[src/rtl/huffman_pkg.sv]
// Shared definitions for the Huffman packing path.
//   state_e     : packer control states (RUN accepts codewords, FLUSH drains)
//   len_width   : width of a field able to hold the values 0..n
//   msb_align   : left-aligns a right-justified codeword of len bits in width bits
//   B*_*        : prefix-code constants, right-justified, length given by the name
package huffman_pkg;

  typedef enum logic [0:0] {
    RUN   = 1'b0,
    FLUSH = 1'b1
  } state_e;

  localparam logic [7:0] B2_0 = 8'b0000_0000;
  localparam logic [7:0] B2_1 = 8'b0000_0001;
  localparam logic [7:0] B3_0 = 8'b0000_0100;
  localparam logic [7:0] B3_1 = 8'b0000_0101;
  localparam logic [7:0] B4_0 = 8'b0000_1100;
  localparam logic [7:0] B4_1 = 8'b0000_1101;
  localparam logic [7:0] B6_0 = 8'b0011_1100;
  localparam logic [7:0] B8_0 = 8'b1111_1100;
  localparam logic [7:0] B8_1 = 8'b1111_1101;

  function automatic int len_width(input int n);
    return $clog2(n + 1);
  endfunction

  // Bits of code above len are discarded before the shift; width and len must be <= 32.
  function automatic logic [31:0] msb_align(input logic [31:0] code,
                                            input int unsigned len,
                                            input int unsigned width);
    logic [31:0] m;
    if (len == 0) begin
      m = 32'd0;
    end else begin
      m = code & ((32'd1 << len) - 32'd1);
    end
    return m << (width - len);
  endfunction

endpackage

[src/rtl/huffman_pack_oreg.sv]
// Single-entry valid/ready output register.
//   load               : capture d/fill/last (only asserted while free is high)
//   d, fill, last      : word, valid-bit count and final-word flag to capture
//   rdy_out            : downstream ready
//   d_out, fill_out,
//   last_out, en_out   : registered output word and its qualifiers
//   free               : slot can take a new word this cycle
module huffman_pack_oreg
  import huffman_pkg::*;
#(
  parameter int W_OUT = 8,
  parameter int FW    = 4
) (
  input  logic             clk,
  input  logic             rst,
  input  logic             load,
  input  logic [W_OUT-1:0] d,
  input  logic [FW-1:0]    fill,
  input  logic             last,
  input  logic             rdy_out,
  output logic [W_OUT-1:0] d_out,
  output logic [FW-1:0]    fill_out,
  output logic             last_out,
  output logic             en_out,
  output logic             free
);

  assign free = !en_out || rdy_out;

  // Output slot: load a new word, retire an accepted one, otherwise hold.
  always_ff @(posedge clk) begin
    if (!rst) begin
      d_out    <= '0;
      fill_out <= '0;
      last_out <= 1'b0;
      en_out   <= 1'b0;
    end else if (load) begin
      d_out    <= d;
      fill_out <= fill;
      last_out <= last;
      en_out   <= 1'b1;
    end else if (rdy_out) begin
      en_out   <= 1'b0;
    end else begin
      en_out   <= en_out;
    end
  end

endmodule

[src/rtl/huffman_pack.sv]
// Packs variable-length MSB-first codewords into W_OUT-bit words.
//   clk, rst          : clock, synchronous active-low reset
//   d_in, w_in        : codeword (left-aligned) and its length
//   en_in, rdy_in     : input handshake; flush_in rides the same handshake
//   d_out, fill_out   : packed word and its number of valid bits
//   en_out, rdy_out   : output handshake; last_out marks a padded final word
//   err_out           : sticky, a length above W_IN was received
//   busy_out          : data held in the accumulator or a flush in progress
module huffman_pack
  import huffman_pkg::*;
#(
  parameter int W_IN  = 8,
  parameter int W_OUT = 8,
  parameter int C     = $clog2(W_IN + 1)
) (
  input  logic                         clk,
  input  logic                         rst,
  input  logic [W_IN-1:0]              d_in,
  input  logic [C-1:0]                 w_in,
  input  logic                         en_in,
  output logic                         rdy_in,
  input  logic                         flush_in,
  output logic [W_OUT-1:0]             d_out,
  output logic                         en_out,
  input  logic                         rdy_out,
  output logic                         last_out,
  output logic [$clog2(W_OUT+1)-1:0]   fill_out,
  output logic                         err_out,
  output logic                         busy_out
);

  localparam int ACC = W_OUT + 2 * W_IN;
  localparam int CW  = $clog2(ACC + 1);
  localparam int FW  = len_width(W_OUT);

  localparam logic [CW-1:0] W_OUT_C = CW'(W_OUT);
  localparam logic [CW-1:0] LIM_C   = CW'(ACC - W_IN);
  localparam logic [C-1:0]  W_IN_C  = C'(W_IN);

  state_e          state_r, state_nxt_s;
  logic [ACC-1:0]  acc_r, acc_nxt_s, acc_sh_s, place_s;
  logic [CW-1:0]   cnt_r, cnt_nxt_s, cnt_sh_s;
  logic            err_r, busy_r;
  logic            move_s, pad_s, take_s, app_s, flush_take_s, free_s;
  logic [W_IN-1:0] cw_s;
  logic [FW-1:0]   fill_s;

  // Accumulator invariant: all bits below the top cnt_r bits are zero, so the
  // top W_OUT bits are already zero-padded when a short final word is emitted.
  // Next-state, move/accept decisions and the append datapath.
  always_comb begin
    move_s       = 1'b0;
    pad_s        = 1'b0;
    acc_sh_s     = acc_r;
    cnt_sh_s     = cnt_r;
    fill_s       = FW'(W_OUT);
    state_nxt_s  = state_r;
    if (free_s && (cnt_r >= W_OUT_C)) begin
      move_s   = 1'b1;
      acc_sh_s = acc_r << W_OUT;
      cnt_sh_s = cnt_r - W_OUT_C;
    end else if (free_s && (state_r == FLUSH) && (cnt_r != '0)) begin
      pad_s    = 1'b1;
      acc_sh_s = '0;
      cnt_sh_s = '0;
      fill_s   = FW'(cnt_r);
    end else begin
      acc_sh_s = acc_r;
    end

    rdy_in       = (state_r == RUN) && (cnt_sh_s <= LIM_C);
    take_s       = en_in && rdy_in;
    flush_take_s = flush_in && rdy_in;
    app_s        = take_s && (w_in <= W_IN_C);

    // Keep only the top w_in bits of the codeword, then drop it in below cnt.
    cw_s    = d_in & ~({W_IN{1'b1}} >> w_in);
    place_s = {cw_s, {(ACC - W_IN){1'b0}}} >> cnt_sh_s;

    if (app_s) begin
      acc_nxt_s = acc_sh_s | place_s;
      cnt_nxt_s = cnt_sh_s + CW'(w_in);
    end else begin
      acc_nxt_s = acc_sh_s;
      cnt_nxt_s = cnt_sh_s;
    end

    // A flush that leaves nothing to drain never leaves RUN.
    case (state_r)
      RUN: begin
        if (flush_take_s && (cnt_nxt_s != '0)) begin
          state_nxt_s = FLUSH;
        end else begin
          state_nxt_s = RUN;
        end
      end
      FLUSH: begin
        if (cnt_nxt_s == '0) begin
          state_nxt_s = RUN;
        end else begin
          state_nxt_s = FLUSH;
        end
      end
      default: state_nxt_s = RUN;
    endcase
  end

  // Accumulator, control state and status flags.
  always_ff @(posedge clk) begin
    if (!rst) begin
      state_r <= RUN;
      acc_r   <= '0;
      cnt_r   <= '0;
      err_r   <= 1'b0;
      busy_r  <= 1'b0;
    end else begin
      state_r <= state_nxt_s;
      acc_r   <= acc_nxt_s;
      cnt_r   <= cnt_nxt_s;
      err_r   <= err_r || (take_s && (w_in > W_IN_C));
      busy_r  <= (state_nxt_s != RUN) || (cnt_nxt_s != '0);
    end
  end

  assign err_out  = err_r;
  assign busy_out = busy_r;

  huffman_pack_oreg #(
    .W_OUT (W_OUT),
    .FW    (FW)
  ) u_oreg (
    .clk      (clk),
    .rst      (rst),
    .load     (move_s || pad_s),
    .d        (acc_r[ACC-1 -: W_OUT]),
    .fill     (fill_s),
    .last     (pad_s),
    .rdy_out  (rdy_out),
    .d_out    (d_out),
    .fill_out (fill_out),
    .last_out (last_out),
    .en_out   (en_out),
    .free     (free_s)
  );

endmodule

[config.mk]
export PLATFORM = sky130hd
export DESIGN_NAME = huffman_pack
export DESIGN_NICKNAME = d
export VERILOG_FILES = /design/src/rtl/huffman_pkg.sv /design/src/rtl/huffman_pack_oreg.sv /design/src/rtl/huffman_pack.sv
export SDC_FILE = /design/constraint.sdc
export NUM_CORES = 1
export LEC_CHECK = 0
export ABC_AREA = 1
export CAP_MARGIN = 20
export CORE_MARGIN = 10
export CORE_UTILIZATION = 62
export CTS_BUF_LIST = sky130_fd_sc_hd__clkbuf_8
export DETAILED_ROUTE_END_ITERATION = 8
export GPL_TIMING_DRIVEN = 1
export PLACE_DENSITY = 0.88
export SYNTH_ARGS = -nofsm -noshare
export SYNTH_HDL_FRONTEND = slang
export SYNTH_SLANG_ARGS = --single-unit
export TNS_END_PERCENT = 30
[constraint.sdc]
create_clock -name clk -period 6.6 [get_ports clk]
set_input_delay 0.99 -clock clk [delete_from_list [all_inputs] [get_ports clk]]
set_output_delay 0.99 -clock clk [all_outputs]
set_load 0.05 [all_outputs]
==> impl_summary.txt <==
----------------------------------------------------
[Cells and area]
  Final antenna diode count ... 0
  Final std cells w/o fill ... 487
  Ratio of cells with drive above 1 in the final layout ... 0.0759
  Footprint of the multi-input gates ... 1500 sq um
  Most common cell after layout, fill and taps aside ... sky130_fd_sc_hd__nand2_1
  Leading cell types in the layout, fill and taps excluded ... sky130_fd_sc_hd__nand2_1, sky130_fd_sc_hd__dfxtp_1, sky130_fd_sc_hd__inv_1, sky130_fd_sc_hd__nor2_1, sky130_fd_sc_hd__clkdlybuf4s50_1
  Post-layout nets ... about 460
  Synth-to-Final Area Change ... 14.8%
  Register cell area after layout ... around 920 sq um
  Filler cells ... approximately 370
  Final Core Density ... 0.726

[Critical path]
  Worst path max stage delay ... around 0.84 ns
  Worst Path Class, Setup ... in -> out
  Cell class contributing the biggest share of worst-path delay ... buffers and inverters
  Worst path arrival time ... around 3.5 ns
  Crit path buf inv count ... 4
  Setup slack, reg-to-reg ... around 3.6 ns
  FF-to-FF Start ... cnt_r[3]
  R2R depth ... 18
  Crit start category ... primary input
  Critical path capture point type ... output pin
  Max stage delay cell, worst path ... sky130_fd_sc_hd__clkdlybuf4s50_1
  Required @ worst endpoint ... between 5 and 6 ns
  Cell Chain, Critical Path ... clkdlybuf4s50_1 -> nor2_1 -> inv_1 -> nand2_2 -> inv_1 -> nand2_1 -> nand2_4 -> a21oi_2 -> clkdlybuf4s50_1
  Max Fanout on Critical Path ... 15
  Reg2Reg Capture Point ... busy_out

[Flow run]
  Max-cap violations ... 0

[GRT]
  Global-route wire length before repair ... around 12000 um
  Global router's overall resource usage ... 0.186
  Largest net degree at the start of global routing ... 33
  Antenna violations before repair ... 0
  Gr ovfl total ... 0
  Number of global-route vias before repair ... approximately 2600

[Floorplan]
  Starting density of the core ... 0.633
  Die height ... 86.2 um
  Floorplan die area ... 7430 sq um
  Placement Rows ... 24
  Total I/O pin count ... 34
  Die X-Extent ... 86.2 um
  Floorplan Core Area ... around 4300 sq um

[Timing]
  Transition time at the pin with the least slew margin ... roughly 1.0 ns
  Minimum clock period ... 4.51 ns
  Fin crit share ... 0.683
  Setup TNS after final layout ... 0 ns
  RSZ-0062 raised after global routing ... false
  Skew final ... around 0.010 ns
  Worst-case headroom to the max-slew limit ... 0.323
  Final Max Slew Viols ... 0
  Highest achievable clock rate ... around 0.22 GHz
  Setup violations, final ... 0
  Slack of the critical path ... approximately 2.1 ns
  Final hold violation count ... 0

[Synthesis]
  Syn Inst Count ... 412
  Average instance area after synthesis ... roughly 6.6 sq um
  Number of synthesized flops with an enable pin ... 0
  Number of storage elements in the synthesis netlist ... 46
  Post-synth top area share ... 0.339
  Post-synthesis async set-or-reset flop share ... 0
  Most used DFF post-synth ... sky130_fd_sc_hd__dfxtp_1
  Post-synth net total ... between 400 and 500
  Cell area after synthesis ... 2720 sq um
  Top cell type by total area after synthesis ... sky130_fd_sc_hd__dfxtp_1
  Main area contributors after synthesis ... sky130_fd_sc_hd__dfxtp_1, sky130_fd_sc_hd__nand2_1, sky130_fd_sc_hd__inv_1, sky130_fd_sc_hd__o21ai_0, sky130_fd_sc_hd__a21oi_1
  Yosys warning total ... 0
  Number of distinct library cells after synthesis ... 36
  Register area share after synthesis ... 0.339

[Clock tree]
  # clock sinks ... between 40 and 50
  Buffers inserted during post-CTS setup optimization ... 0
  H-Tree Level Count ... 2
  Number of resized instances in the post-cts repair step ... 0
  CTS buffer count ... 5
  Post-CTS Hold Fix Bufs ... 0
  Clock transition at path regs ... around 0.090 ns
  CTS tree ... yes
  Insertion delay to the later sink of the worst-skew pair ... ~0.3 ns
  Buffer levels on the longest clock path ... 2
  Clock Tree Root ... sky130_fd_sc_hd__clkbuf_8

[Power]
  Power per cell area ... 505 nW/um^2
  Design Power ... about 1.6 mW
  Leak Pwr ... around 1.3 nW
  Worst IR drop on VDD ... approximately 0.00036 V

[Detailed routing]
  ANT nets after route ... 0
  Iteration count of the initial detailed-routing pass ... 7
  Count of routing violations after the opening detailed-route iteration ... about 230
  Wire per inst ... around 13 um
  Via count of the routed design ... around 2700
  Number of vias per cell after detailed routing ... about 5.6
  Detailed-route DRC error count ... 0
  Aggregate routed wire length ... roughly 6600 um

[Place]
  Inst Count DP ... approximately 480
  Number of input and output port buffers inserted ... 33
  Worst slack at placement ... about 2.1 ns
  Routability congestion estimate ... between 0.8 and 0.9
  Half-perimeter wire length of the detailed placement result ... about 4900 um

[Outcome]
  Result of the run ... completed

[Min path]
  Hold-critical path endpoint ... err_out
  Classification of the worst-slack hold path ... reg -> reg
  Cell depth of the worst hold path ... 2
  Hold path startpoint ... err_out

----------------------------------------------------
==> cell usage after synthesis, types with 3 or more instances <==
| master | n |
|---|---|
| sky130_fd_sc_hd__a21oi_1 | 30 |
| sky130_fd_sc_hd__a31oi_1 | 7 |
| sky130_fd_sc_hd__buf_2 | 3 |
| sky130_fd_sc_hd__buf_6 | 4 |
| sky130_fd_sc_hd__clkbuf_1 | 8 |
| sky130_fd_sc_hd__dfxtp_1 | 46 |
| sky130_fd_sc_hd__ha_1 | 6 |
| sky130_fd_sc_hd__inv_1 | 43 |
| sky130_fd_sc_hd__inv_2 | 6 |
| sky130_fd_sc_hd__nand2_1 | 117 |
| sky130_fd_sc_hd__nand2_2 | 10 |
| sky130_fd_sc_hd__nand3_1 | 8 |
| sky130_fd_sc_hd__nand4_1 | 9 |
| sky130_fd_sc_hd__nor2_1 | 39 |
| sky130_fd_sc_hd__o211ai_1 | 7 |
| sky130_fd_sc_hd__o21ai_0 | 31 |
| sky130_fd_sc_hd__o21ai_1 | 8 |
| sky130_fd_sc_hd__o22ai_1 | 4 |
| sky130_fd_sc_hd__xnor2_1 | 3 |
==> sequential cells by signal, indices dropped and copies added (netlist names) <==
name,count
acc_r,24
busy_out,1
cnt_r,5
state_r,1
u_oreg.d_out,8
u_oreg.en_out,1
u_oreg.last_out,1
u_oreg.fill_out,4
err_out,1
==> per-layer routing <==
layer / vias up / wire, um / global-route usage
met5: - / 0 / 0
met4: 0 / 91 / 0.0560
met3: 8 / 481 / 0.0478
met2: 112 / 3070 / 0.307
met1: 1230 / 2920 / 0.231
li1: 1381 / - / -
==> metrics by stage <==
stage                     instance area (sq um)  hold WS [ns]
final                                      3120         0.466
after global routing                       3120         0.492
after CTS                                  3120         0.468
after detailed placement                   3010         0.454
after global placement                     3010         0.443
after floorplan                            2720         0.429
==> kinds of logic (layout without fill, tap and decap cells) <==
group | after synthesis | in the layout | share of synthesized area
adder cells (fa/ha/maj) | 7 | 7 | 0.0350
buffers and inverters | 69 | 92 | 0.108
flip-flops | 46 | 46 | 0.339
XOR/XNOR | 3 | 3 | 0.00967
AO/OA/AOI/OAI | 95 | 95 | 0.197
multiplexers | 1 | 1 | 0.00369
AND/OR/NAND/NOR | 191 | 191 | 0.308
==> worst max-delay path by stage <==
stage	slack (ns)	startpoint	cells after the start	to
finish	2.09	rdy_out	9	rdy_in
global route	1.91	rdy_out	9	rdy_in
CTS	2.10	rdy_out	9	rdy_in
detailed placement	2.12	rdy_out	9	rdy_in
global placement	2.16	rdy_out	9	rdy_in
floorplan	3.42	rdy_out	8	rdy_in
==> cell type report <==
cell class,instances,share of cell area
Clock buffer,5,0.0221
Timing Repair Buffer,33,0.106
Multi-Input combinational cell,297,0.481
Clock inverter,3,0.0132
Tap cell,52,0.0209
Sequential cell,46,0.295
Inverter,51,0.0614
==> worst register-to-register path, delay by kind of cell, from the launching register on <==
kind | cells | cell delay (ns)
AOI/OAI and AO/OA | 1 | 0.15
xor gates and xnor gates | 1 | 0.10
adders and majority gates | 2 | 0.66
buffers and inverters | 4 | 0.45
DFF | 1 | 0.37
and+or+nand+nor | 10 | 1.14
==> power by group <==
part	internal (mW)	switching [mW]	leakage [nW]
combinational	0.282	0.696	0.908
sequential	0.352	0.0399	0.375
clock	0.111	0.0929	0.0556
total	0.745	0.829	1.34
No activity file was read; power rests on OpenSTA's default activity.
